==> config.mk <==
export PLATFORM = sky130hd
export DESIGN_NAME = song_draw_sequencer
export DESIGN_NICKNAME = d
export VERILOG_FILES = /design/src/rtl/song_draw_sequencer.sv
export SDC_FILE = /design/constraint.sdc
export NUM_CORES = 1
export LEC_CHECK = 0
export BUFFER_PORTS_ARGS = -buffer_cell sky130_fd_sc_hd__buf_2
export CAP_MARGIN = 5
export CORE_MARGIN = 2
export CORE_UTILIZATION = 25
export CTS_BUF_LIST = sky130_fd_sc_hd__clkbuf_16
export DETAILED_ROUTE_END_ITERATION = 10
export PLACE_DENSITY = 0.47
export SLEW_MARGIN = 5
export SYNTH_ARGS = -nofsm -noshare
export SYNTH_HDL_FRONTEND = slang
export SYNTH_SLANG_ARGS = --single-unit
==> constraint.sdc <==
create_clock -name clock -period 3.2 [get_ports clock]
set_input_delay 0.8 -clock clock [delete_from_list [all_inputs] [get_ports clock]]
set_output_delay 0.8 -clock clock [all_outputs]
set_load 0.01 [all_outputs]
==> src/rtl/song_draw_sequencer.sv <==
// rtl/song_draw_sequencer.sv - control FSM that clears the play area and redraws the scrolling note grid
// Strobes are decoded from state; plot is each path's pixel-valid delayed to match datapath latency.
module song_draw_sequencer #(
    parameter int GRID_W           = 240,
    parameter int GRID_H           = 180,
    parameter int BOX_W            = 30,
    parameter int BOX_H            = 60,
    parameter int NUM_BOXES        = 12,
    parameter int SONG_LEN         = 112,
    parameter int FRAMES_PER_SHIFT = 4,
    parameter int DRAW_LAT         = 3,
    parameter int CLR_LAT          = 2
) (
    input  logic        clock,
    input  logic        reset,
    input  logic        start,
    input  logic        frameTick,
    output logic        shiftSong,
    output logic        loadStartAddress,
    output logic        loadX,
    output logic        loadY,
    output logic        writeToScreen,
    output logic        loadDefault,
    output logic        writeDefault,
    output logic        songDone,
    output logic [15:0] gridCounter,
    output logic [3:0]  boxCounter,
    output logic [14:0] pixelCount,
    output logic        plot,
    output logic        busy
);

    localparam int TW = $clog2(FRAMES_PER_SHIFT + 2);
    localparam int SW = $clog2(SONG_LEN + 1);
    localparam int LW = $clog2((DRAW_LAT > CLR_LAT ? DRAW_LAT : CLR_LAT) + 1);

    typedef enum logic [3:0] {
        S_IDLE, S_CLEAR, S_CLR_DRAIN, S_WAIT, S_SHIFT,
        S_BOX_SETUP, S_DRAW, S_DRAW_DRAIN, S_CHECK, S_DONE
    } state_t;

    state_t state, next_state;

    logic [7:0]          grid_x, grid_y;
    logic [7:0]          pix_x;
    logic [6:0]          pix_y;
    logic [3:0]          box;
    logic [TW-1:0]       tick_count, tick_total;
    logic [SW-1:0]       shift_count;
    logic [LW-1:0]       drain_cnt;
    logic                setup_cnt;
    logic                pending;
    logic [CLR_LAT-1:0]  clr_pipe;
    logic [DRAW_LAT-1:0] draw_pipe;
    logic                grid_last, pix_last, wait_entry;

    assign grid_last  = (grid_x == 8'(GRID_W - 1)) && (grid_y == 8'(GRID_H - 1));
    assign pix_last   = (pix_x == 8'(BOX_W - 1)) && (pix_y == 7'(BOX_H - 1));
    assign tick_total = tick_count + TW'(frameTick);
    assign wait_entry = (state != S_WAIT) && (next_state == S_WAIT);

    always_ff @(posedge clock) begin
        if (reset) state <= S_IDLE;
        else       state <= next_state;
    end

    always_comb begin
        next_state = state;
        case (state)
            S_IDLE:       if (start) next_state = S_CLEAR;
            S_CLEAR:      if (grid_last) next_state = S_CLR_DRAIN;
            S_CLR_DRAIN:  if (drain_cnt == LW'(CLR_LAT - 1)) next_state = S_WAIT;
            S_WAIT:       if (tick_total >= TW'(FRAMES_PER_SHIFT)) next_state = S_SHIFT;
            S_SHIFT:      next_state = S_BOX_SETUP;
            S_BOX_SETUP:  if (setup_cnt) next_state = S_DRAW;
            S_DRAW:       if (pix_last) next_state = S_DRAW_DRAIN;
            S_DRAW_DRAIN: begin
                if (drain_cnt == LW'(DRAW_LAT - 1))
                    next_state = (box == 4'(NUM_BOXES)) ? S_CHECK : S_BOX_SETUP;
            end
            S_CHECK:      next_state = (shift_count == SW'(SONG_LEN)) ? S_DONE : S_WAIT;
            S_DONE:       next_state = S_IDLE;
            default:      next_state = S_IDLE;
        endcase
    end

    always_comb begin
        shiftSong        = 1'b0;
        loadStartAddress = 1'b0;
        loadX            = 1'b0;
        loadY            = 1'b0;
        writeToScreen    = 1'b0;
        loadDefault      = 1'b0;
        writeDefault     = 1'b0;
        songDone         = 1'b0;
        case (state)
            S_CLEAR, S_CLR_DRAIN: begin
                loadDefault  = 1'b1;
                writeDefault = 1'b1;
            end
            S_SHIFT:     shiftSong = 1'b1;
            S_BOX_SETUP: loadStartAddress = ~setup_cnt;
            S_DRAW, S_DRAW_DRAIN: begin
                loadX         = 1'b1;
                loadY         = 1'b1;
                writeToScreen = 1'b1;
            end
            S_DONE:      songDone = 1'b1;
            default: ;
        endcase
    end

    assign busy        = (state != S_IDLE);
    assign plot        = clr_pipe[CLR_LAT-1] | draw_pipe[DRAW_LAT-1];
    assign gridCounter = {grid_x, grid_y};
    assign boxCounter  = box;
    assign pixelCount  = {pix_x, pix_y};

    always_ff @(posedge clock) begin
        if (reset) begin
            grid_x      <= '0;
            grid_y      <= '0;
            pix_x       <= '0;
            pix_y       <= '0;
            box         <= '0;
            shift_count <= '0;
            drain_cnt   <= '0;
            setup_cnt   <= 1'b0;
            clr_pipe    <= '0;
            draw_pipe   <= '0;
        end else begin
            clr_pipe  <= (clr_pipe << 1) | CLR_LAT'(state == S_CLEAR);
            draw_pipe <= (draw_pipe << 1) | DRAW_LAT'(state == S_DRAW);
            drain_cnt <= ((state == S_CLR_DRAIN || state == S_DRAW_DRAIN) && next_state == state)
                         ? drain_cnt + LW'(1) : '0;
            setup_cnt <= (state == S_BOX_SETUP) ? ~setup_cnt : 1'b0;
            case (state)
                S_IDLE: begin
                    grid_x <= '0;
                    grid_y <= '0;
                end
                S_CLEAR: begin
                    // Hold on the last pixel so the drain still shows the final address
                    if (!grid_last) begin
                        if (grid_y == 8'(GRID_H - 1)) begin
                            grid_y <= '0;
                            grid_x <= grid_x + 8'd1;
                        end else begin
                            grid_y <= grid_y + 8'd1;
                        end
                    end
                end
                S_CLR_DRAIN: begin
                    if (next_state != S_CLR_DRAIN) begin
                        grid_x <= '0;
                        grid_y <= '0;
                    end
                end
                S_SHIFT: begin
                    shift_count <= shift_count + SW'(1);
                    box         <= 4'd1;
                end
                S_BOX_SETUP: begin
                    pix_x <= '0;
                    pix_y <= '0;
                end
                S_DRAW: begin
                    if (!pix_last) begin
                        if (pix_y == 7'(BOX_H - 1)) begin
                            pix_y <= '0;
                            pix_x <= pix_x + 8'd1;
                        end else begin
                            pix_y <= pix_y + 7'd1;
                        end
                    end
                end
                S_DRAW_DRAIN: if (next_state == S_BOX_SETUP) box <= box + 4'd1;
                S_CHECK: begin
                    box   <= '0;
                    pix_x <= '0;
                    pix_y <= '0;
                end
                S_DONE:  shift_count <= '0;
                default: ;
            endcase
        end
    end

    // One tick of credit survives the busy phases; it is folded in as WAIT is entered
    always_ff @(posedge clock) begin
        if (reset) begin
            tick_count <= '0;
            pending    <= 1'b0;
        end else if (wait_entry) begin
            tick_count <= (pending | frameTick) ? TW'(1) : '0;
            pending    <= 1'b0;
        end else if (state == S_WAIT) begin
            tick_count <= (tick_total >= TW'(FRAMES_PER_SHIFT)) ? '0 : tick_total;
        end else if (state == S_IDLE) begin
            tick_count <= '0;
            pending    <= 1'b0;
        end else if (frameTick) begin
            pending <= 1'b1;
        end
    end

endmodule

---- After elaboration in Yosys (flattened, before gate mapping) ----
Index checks and enable logic that the tools add are counted.
storage, ports and cells
  bits of input ports ..................... 4
  output and inout bits ................... 45
  logic and storage cells ................. 119
  flip-flop bits (word level) ............. 58
operators by class
  reduce and logical (&&, ||, !) cells .... 24
  eq/ne operators ......................... 28
  $add $sub $neg .......................... 8
  bitwise logic cells ..................... 7
  mux-type cells .......................... 38
  magnitude comparators ................... 1
operators by type and width
  cell                   count
  $mux W8                7
  $pmux W8 S3            2
  $mux W4                10
  $pmux W4 S9            1
  $pmux W7 S2            2
  $add A8 B1 Y8 const B  3
  $eq A4 B3 Y1 const B   5
  $eq A8 B8 Y1 const B   2
  $pmux W8 S2            1
  $add A7 B1 Y7 const B  2
  $mux W7                2
  $eq A4 B2 Y1 const B   3
  $eq A4 B4 Y1 const B   3
  $mux W3                4
  $pmux W4 S3            1
  $reduce_or A2 Y1       5
  $reduce_bool A3 Y1     3
  $eq A8 B5 Y1 const B   1
  $mux W1                8
  $ne A2 B2 Y1 const B   4
  $ne A4 B2 Y1 const B   2
  $eq A7 B6 Y1 const B   1
  $eq A7 B7 Y1 const B   1
  $reduce_and A2 Y1      3
  20 further kinds       30

---- Depth between registers and ports, before layout ----
Gate-level depths: netlist (run 1).
  depth in word-level cells ............... 8
  mapped depth ............................ 9
  gate-level depth less buffers ........... 8

---- Worst setup path before layout (run 1) ----
No wires, ideal clock.
  kind .................................... input to register
  start point ............................. input frameTick
  end point ............................... register box[3], in the netlist boxCounter[3]
  setup time .............................. 70 ps
  slack ................................... 277 ps
  required time ........................... 3,130 ps
  data arrival time ....................... 2,853 ps
  stages .................................. 9
  path through ............................ ha_1 ha_1 xnor2_1 and4_1 a221o_1 or4b_1 buf_2 or3_1 a21oi_1
on the way
  word-level cells in the longest chain between the ends .. 7
ends and longest elaborated chain
  what                                RTL line  RTL
  start, declared                     17        input logic frameTick,
  $add A3 B1 Y3                       59        assign tick_total = tick_count + TW'(frameTick);
  $ge A3 B3 Y1                        73        S_WAIT: if (tick_total >= TW'(FRAMES_PER_SHIFT)) next_state = S_SHIFT;
  $mux W4                             73
  $pmux W4 S9                         69        case (state)
  $eq A4 B3 Y1                        177       S_DRAW_DRAIN: if (next_state == S_BOX_SETUP) box <= box + 4'd1;
  $ne A2 B1 Y1 (no source line)       --
  $reduce_and A2 Y1 (no source line)  --
  end signal, assigned                177
  end, declared                       47        logic [3:0] box;
Every way passes these cells.
A chain may end at the register's enable or synchronous reset.

---- Worst setup path in the final report (run 1) ----
  start point ............................. input frameTick
  end point ............................... register box[0], in the netlist boxCounter[0]
Same word-level chain as after synthesis.

==> results of run 1 <==
==> cell usage after synthesis (2+ instances only) <==
library cell | n | area share [%]
and4_1 | 2 | 0.58
a31o_2 | 2 | 0.58
or3_1 | 7 | 1.5
nor2_1 | 56 | 7.0
xnor2_1 | 16 | 4.7
o21a_1 | 2 | 0.50
buf_1 | 2 | 0.25
clkbuf_1 | 8 | 1.0
mux2i_1 | 3 | 1.0
nand3_1 | 8 | 1.3
nand3b_1 | 2 | 0.50
nand2_1 | 25 | 3.1
o21ai_0 | 17 | 2.8
or3b_2 | 5 | 1.5
and3_1 | 7 | 1.5
nor3b_1 | 5 | 1.2
xor2_1 | 6 | 1.7
nand4_1 | 5 | 1.0
nor2b_1 | 8 | 1.7
nor4_1 | 9 | 1.9
buf_2 | 5 | 0.83
nor3_1 | 11 | 1.8
o2111ai_1 | 2 | 0.58
buf_4 | 3 | 0.75
a21oi_1 | 25 | 4.2
o211ai_1 | 3 | 0.75
and2_1 | 2 | 0.42
nand4b_1 | 4 | 1.2
inv_1 | 15 | 1.9
ha_1 | 13 | 5.4
or2_2 | 5 | 1.0
dfxtp_1 | 58 | 39
a31oi_1 | 3 | 0.62
a211oi_1 | 2 | 0.50
nand2b_1 | 6 | 1.2
==> routing by layer <==
layer	share of wire [%]	vias to the layer above	wire length [um]	track usage [%]
met5	0	-	0	0
met1	51	1208	3849	16.58
met3	4.1	12	307	4.463
met2	43	48	3244	18.40
met4	1.9	0	143	4.634
li1	-	1400	-	-
==> per-stage QoR <==
step	total power, W	area (sq um)
2_1_floorplan	0.0007942	3013
3_3_place_gp	0.0008199	3435
3_5_place_dp	0.0008207	3435
4_1_cts	0.001764	3720
5_1_grt	0.001802	3720
6_report	0.001734	3720
==> kinds of logic (layout without fill, tap and decap cells) <==
logic type	count (synthesis)	count (layout)	share of synthesized area, %
AOI/OAI and AO/OA	65	65	12.96
xor gates and xnor gates	22	22	6.395
adders and majority gates	13	13	5.399
buffers and inverters	33	90	4.693
DFF	58	58	38.54
muxes	3	3	0.9967
and+or+nand+nor	176	176	31.02
==> critical path: stages <==
cell and delay (ns):
buf_2 0.11, ha_1 0.20, ha_1 0.19, xnor2_1 0.16, and4_1 0.25, a221o_1 0.29, or4b_1 0.61, or3_1 0.36
a31oi_1 0.16
==> sequential cells by signal, indices dropped and copies added, names as in the netlist, 2 cells and up <==
| register | count |
|---|---|
| pix_x | 8 |
| grid_y | 8 |
| drain_cnt | 2 |
| tick_count | 3 |
| clr_pipe | 2 |
| pix_y | 7 |
| draw_pipe | 3 |
| grid_x | 8 |
| shift_count | 7 |
| state | 4 |
| boxCounter | 4 |
==> power breakdown <==
| group | switching [W] | internal (W) | total (W) |
|---|---|---|---|
| Clock | 0.000338 | 0.000591 | 0.000929 |
| Combinational | 0.0000473 | 0.0000243 | 0.0000716 |
| Sequential | 0.00000553 | 0.000728 | 0.000733 |
==> how the worst min path moves through the flow <==
| stage | depth (start not counted) | end | slack (ns) |
|---|---|---|---|
| after floorplan | 1 | clr_pipe[1] | 0.41 |
| after global placement | 1 | draw_pipe[2] | 0.43 |
| after detailed placement | 1 | draw_pipe[2] | 0.43 |
| after CTS | 1 | draw_pipe[2] | 0.44 |
| after global routing | 1 | clr_pipe[1] | 0.46 |
| final | 1 | draw_pipe[2] | 0.43 |
==> area by class of cell <==
cell class / count / area (sq um)
flip-flops and latches: 58 / 1161
repair buffers: 59 / 322.8
clock inverters: 7 / 60.06
multi-input cells: 279 / 1710
fillers: 1310 / 8192
clock buffers: 9 / 225.2
inverters: 15 / 56.30
well taps: 147 / 183.9
==> run summary, run 1 <==
Hold slack final = 0.4341 ns
Cell Pwr Density = 466.2 nW/um^2
Diodes inserted = 0
Fin worst setup slack = 0.3316 ns
Yosys cell types = 53
GRT Util Overall = 12.42%
Sum Neg Setup Slack = 0 ns
Remaining Overflow, GRT = 0
YS warnings = 0
Cell count after synthesis = 370
Post-synth EDFFs = 0
R2R Path End = boxCounter[0]
DPL Wire Length = 5493 um
DRC = 0
Post-DR wirelength/cell = 13.14 um
Clk buf depth = 2
Total clock sinks = 58
Syn_area_per_cell = 8.143 sq um
Drt pass-1 iters = 4
Critical path type = input pin to register
Hold Crit Start = draw_pipe[1]
Status = completed
Vias after detailed routing = 2668
Post-Route WL = 7545 um
Setup-failing EPs final = 0
Critical Path RT = 3.46 ns
Async SR Flop Fraction = 0%
Crit start category = input pin
Mapped cell area = 3013 sq um
Worst setup path end = boxCounter[0]
DP Cell Count = 558
R2R Path Start = state[2]
Final Hold Vio Count = 0
Initial antenna violation count = 0
Fin cells = 574
# hold bufs at CTS = 0
Final nets = 439
Sequential cell area fraction in the yosys report = 38.54%
CTS buffer count = 9
CTS tree = yes
Fin util = 31.23%
CTS HTree Levels = 3
R2R depth = 6
Achievable frequency = 0.3486 GHz
Row count = 40
Die width = 113.8 um
Starting Density = 25.29%
Worst-skew pair later-pin latency = 0.34 ns
RePlAce Congestion = 0.7875
First-pass GRT wire length = 12590 um
Min-delay worst type = register to register
IO Count = 49
Commonest cells after routing, fill and taps aside = dfxtp_1 (58), nor2_1 (56), buf_2 (48)
Crit Path Max Fanout = 8
Leakage = 1.470 nW
Most common cell after layout, fill and taps aside = dfxtp_1
Main synth FF type = dfxtp_1
CTS root buf = clkbuf_16
Die Height = 113.8 um
Fin crit share = 89.64%
CP arrival = 3.13 ns
Core Region = 11910 sq um
Max Cap Violations = 0
RSZ-0062 raised after global routing = no
Slew headroom = 57.71%
Post-synthesis register bit count = 58
Clk pin slew, worst setup/hold paths = 0.05 ns
IO Port Bufs = 48
Clock skew = 0.006980 ns
Largest net degree at the start of global routing = 18
Crit end category = register
Dpl ws = -0.01672 ns
Fin crit period = 2.868 ns
Routed Antenna Nets = 0
Fraction of final layout cells sized beyond drive strength 1 = 20.84%
Die area = 12950 sq um
Vias in the first global route = 2553
Max VDD drop = 0.1856 mV
Setup Fix Bufs, Post-CTS = 0
Area Growth Syn to Fin = 23.46%
R2r setup slk = 0.58 ns
Initial drt markers = 122
Average vias per placed instance = 4.648
Worst Tran Pin Value = 0.6295 ns
Beginning of the critical path = frameTick
Max Slew Vio Count = 0
Post_cts resized = 0
Syn_nets = 387
Note: power is estimated with default switching activity, not from simulation.
==> inputs of run 2 (changes only) <==
--- a/config.mk
+++ b/config.mk
@@ -5,6 +5,7 @@
 export SDC_FILE = /design/constraint.sdc
 export NUM_CORES = 1
 export LEC_CHECK = 0
+export ABC_AREA = 1
 export BUFFER_PORTS_ARGS = -buffer_cell sky130_fd_sc_hd__buf_2
 export CAP_MARGIN = 5
 export CORE_MARGIN = 2
==> constraint.sdc (replaced) <==
create_clock -name clock -period 3.2 [get_ports clock]
set_input_delay 0.8 -clock clock [delete_from_list [all_inputs] [get_ports clock]]
set_output_delay 0.8 -clock clock [all_outputs]
set_load 0.005 [all_outputs]
==> run 2 against run 1 <==
Die area increased by 5.5%. Fmax increased by 26%. Wire length increased by 2.8%. Sequential power increased by 2%. Non-clock buffer count decreased by 10. Synthesized cell count increased by 28%.
==> run summary, run 2 <==
Status = completed
Core Region = 12520 sq um
Largest net degree at the start of global routing = 27
Main synth FF type = dfxtp_1
Beginning of the critical path = frameTick
Worst Tran Pin Value = 0.5212 ns
Dpl ws = 0.5757 ns
Area Growth Syn to Fin = 23.50%
Leakage = 1.813 nW
Async SR Flop Fraction = 0%
Min-delay worst type = register to register
Post-synthesis register bit count = 58
Post-synth top area share = 36.46%
Max Slew Vio Count = 0
Fillers = 1385
Critical Path RT = 3.45 ns
Die area = 13660 sq um
Hold Crit Start = draw_pipe[0]
GRT Util Overall = 12.11%
Worst-skew pair later-pin latency = 0.33 ns
R2R Path Start = grid_y[0]
IO Count = 49
Starting Density = 25.44%
Fin crit period = 2.273 ns
Top cells by area, synth = dfxtp_1 (36%), nand2_1 (12%), inv_1 (8.1%)
DPL Wire Length = 5904 um
Clk buf depth = 2
RSZ-0062 raised after global routing = no
First-pass GRT wire length = 13170 um
Vias in the first global route = 2832
Synth top cells by count = nand2_1 (105), inv_1 (69), nor2_1 (66), dfxtp_1 (58), a21oi_1 (38)
Final nets = 542
YS warnings = 0
Critical path type = input pin to register
Fin util = 31.42%
Achievable frequency = 0.4399 GHz
CP arrival = 2.53 ns
Die Height = 116.9 um
Crit start category = input pin
Setup Fix Bufs, Post-CTS = 0
Routed Antenna Nets = 0
Most common cell after layout, fill and taps aside = nand2_1
CTS HTree Levels = 3
Row count = 41
Yosys cell types = 34
CTS tree = yes
Clk pin slew, worst setup/hold paths = 0.06 ns
Critical-path top delay cell = nand2_1
Remaining Overflow, GRT = 0
Cell Pwr Density = 487.8 nW/um^2
Initial antenna violation count = 0
DRC = 0
Crit end category = register
RePlAce Congestion = 0.8235
Commonest cells after routing, fill and taps aside = nand2_1 (105), inv_1 (70), nor2_1 (66)
Cell count after synthesis = 473
Syn_area_per_cell = 6.732 sq um
Fin crit share = 71.04%
Final Hold Vio Count = 0
Clock skew = 0.007367 ns
# hold bufs at CTS = 0
Top-count cell post-synth = nand2_1
Sequential cell area fraction in the yosys report = 36.46%
Biggest registers after layout = grid_x: 8 flops, grid_y: 8 flops, pix_x: 8 flops
Average vias per placed instance = 4.265
Vias after detailed routing = 2994
Post-DR wirelength/cell = 11.05 um
CTS root buf = clkbuf_16
Slew headroom = 65.22%
Max VDD drop = 0.1973 mV
Crit-path max cell delay = 0.26 ns
Mapped cell area = 3184 sq um
Max Cap Violations = 0
IO Port Bufs = 48
Hold slack final = 0.4001 ns
Total clock sinks = 58
CP most frequent cell = nand2_1
Post_cts resized = 0
Drt pass-1 iters = 5
CTS buffer count = 9
Crit Path Max Fanout = 8
Post-synth EDFFs = 0
Setup-failing EPs final = 0
Fraction of final layout cells sized beyond drive strength 1 = 18.11%
Initial drt markers = 162
Area leader, netlist = dfxtp_1
Cells along the critical path = buf_2 > ha_1 > ha_1 > nand2_1 > nand2_1 > nand2_1 > nand2_1 > nor2_1 > nand2_1 > nor2_4 > nand2_4 > nand2_1 > nand2_1 > a21oi_1
Syn_nets = 490
Post-Route WL = 7754 um
Die width = 116.9 um
Sum Neg Setup Slack = 0 ns
Diodes inserted = 0
Fin worst setup slack = 0.9269 ns
-- run 2: cell count changes after synthesis, moves of 8 or more --
cell     previous run  this run
nor2b_1             8         0
xnor2_1            16         2
nand3_1             8        29
nor2_1             56        66
nor4_1              9         1
nand2_1            25       105
inv_1              15        69
a21oi_1            25        38
-- run 2: cells by family after synthesis --
family / Yosys count / synth area share [%]
AO/OA/AOI/OAI: 62 / 10.45
flip-flops: 58 / 36.46
adder cells (fa/ha/maj): 13 / 5.108
AND/OR/NAND/NOR: 251 / 35.95
buffers and inverters: 83 / 10.37
XOR/XNOR: 6 / 1.650
-- run 2: metrics by stage --
step / total power, W / cell area [sq um] / cells
finish: 0.001918 / 3933 / 702
CTS: 0.001953 / 3933 / 702
floorplan: 0.0008265 / 3184 / 473
global route: 0.001995 / 3933 / 702
detailed placement: 0.0008572 / 3598 / 686
global placement: 0.0008557 / 3598 / 686
-- run 2: routing by layer --
metal | track usage [%] | vias to the layer above | part of all wire [%]
li1 | - | 1596 | -
met1 | 16.12 | 1333 | 51
met2 | 19.11 | 53 | 43
met3 | 3.038 | 12 | 3.9
met4 | 4.314 | 0 | 1.7
met5 | 0 | - | 0
-- run 2: area by class of cell --
class | count | area (sq um) | share of cell area [%]
clock buffers | 9 | 225.2 | 5.727
clock inverters | 7 | 108.9 | 2.768
inverters | 75 | 281.5 | 7.159
multi-input cells | 332 | 1693 | 43.05
flip-flops and latches | 58 | 1161 | 29.53
well taps | 172 | 215.2 | 5.472
repair buffers | 49 | 247.7 | 6.300
-- run 2: final timing paths --
path,endpoint,slack [ns],cells past startpoint
worst max-delay path,grid_y[7],0.93,14
worst min-delay path,draw_pipe[1],0.40,2
worst max register to register,grid_y[7],1.13,13
worst min register to register,draw_pipe[1],0.40,2
-- run 2: critical path, delay by kind of cell --
| kind | cells | cell delay, ns |
|---|---|---|
| compound gates | 1 | 0.14 |
| fa+ha+maj | 2 | 0.38 |
| buf+inv | 1 | 0.12 |
| simple gates | 10 | 1.08 |
-- run 2: power by group --
| group | total (W) | switching [W] | leakage [nW] | internal (W) |
|---|---|---|---|---|
| clock | 0.00108 | 0.000326 | 0.170 | 0.000752 |
| sequential | 0.000746 | 0.0000118 | 0.469 | 0.000734 |
| combinational | 0.0000949 | 0.0000628 | 1.17 | 0.0000321 |
| total | 0.00192 | 0.000400 | 1.81 | 0.00152 |
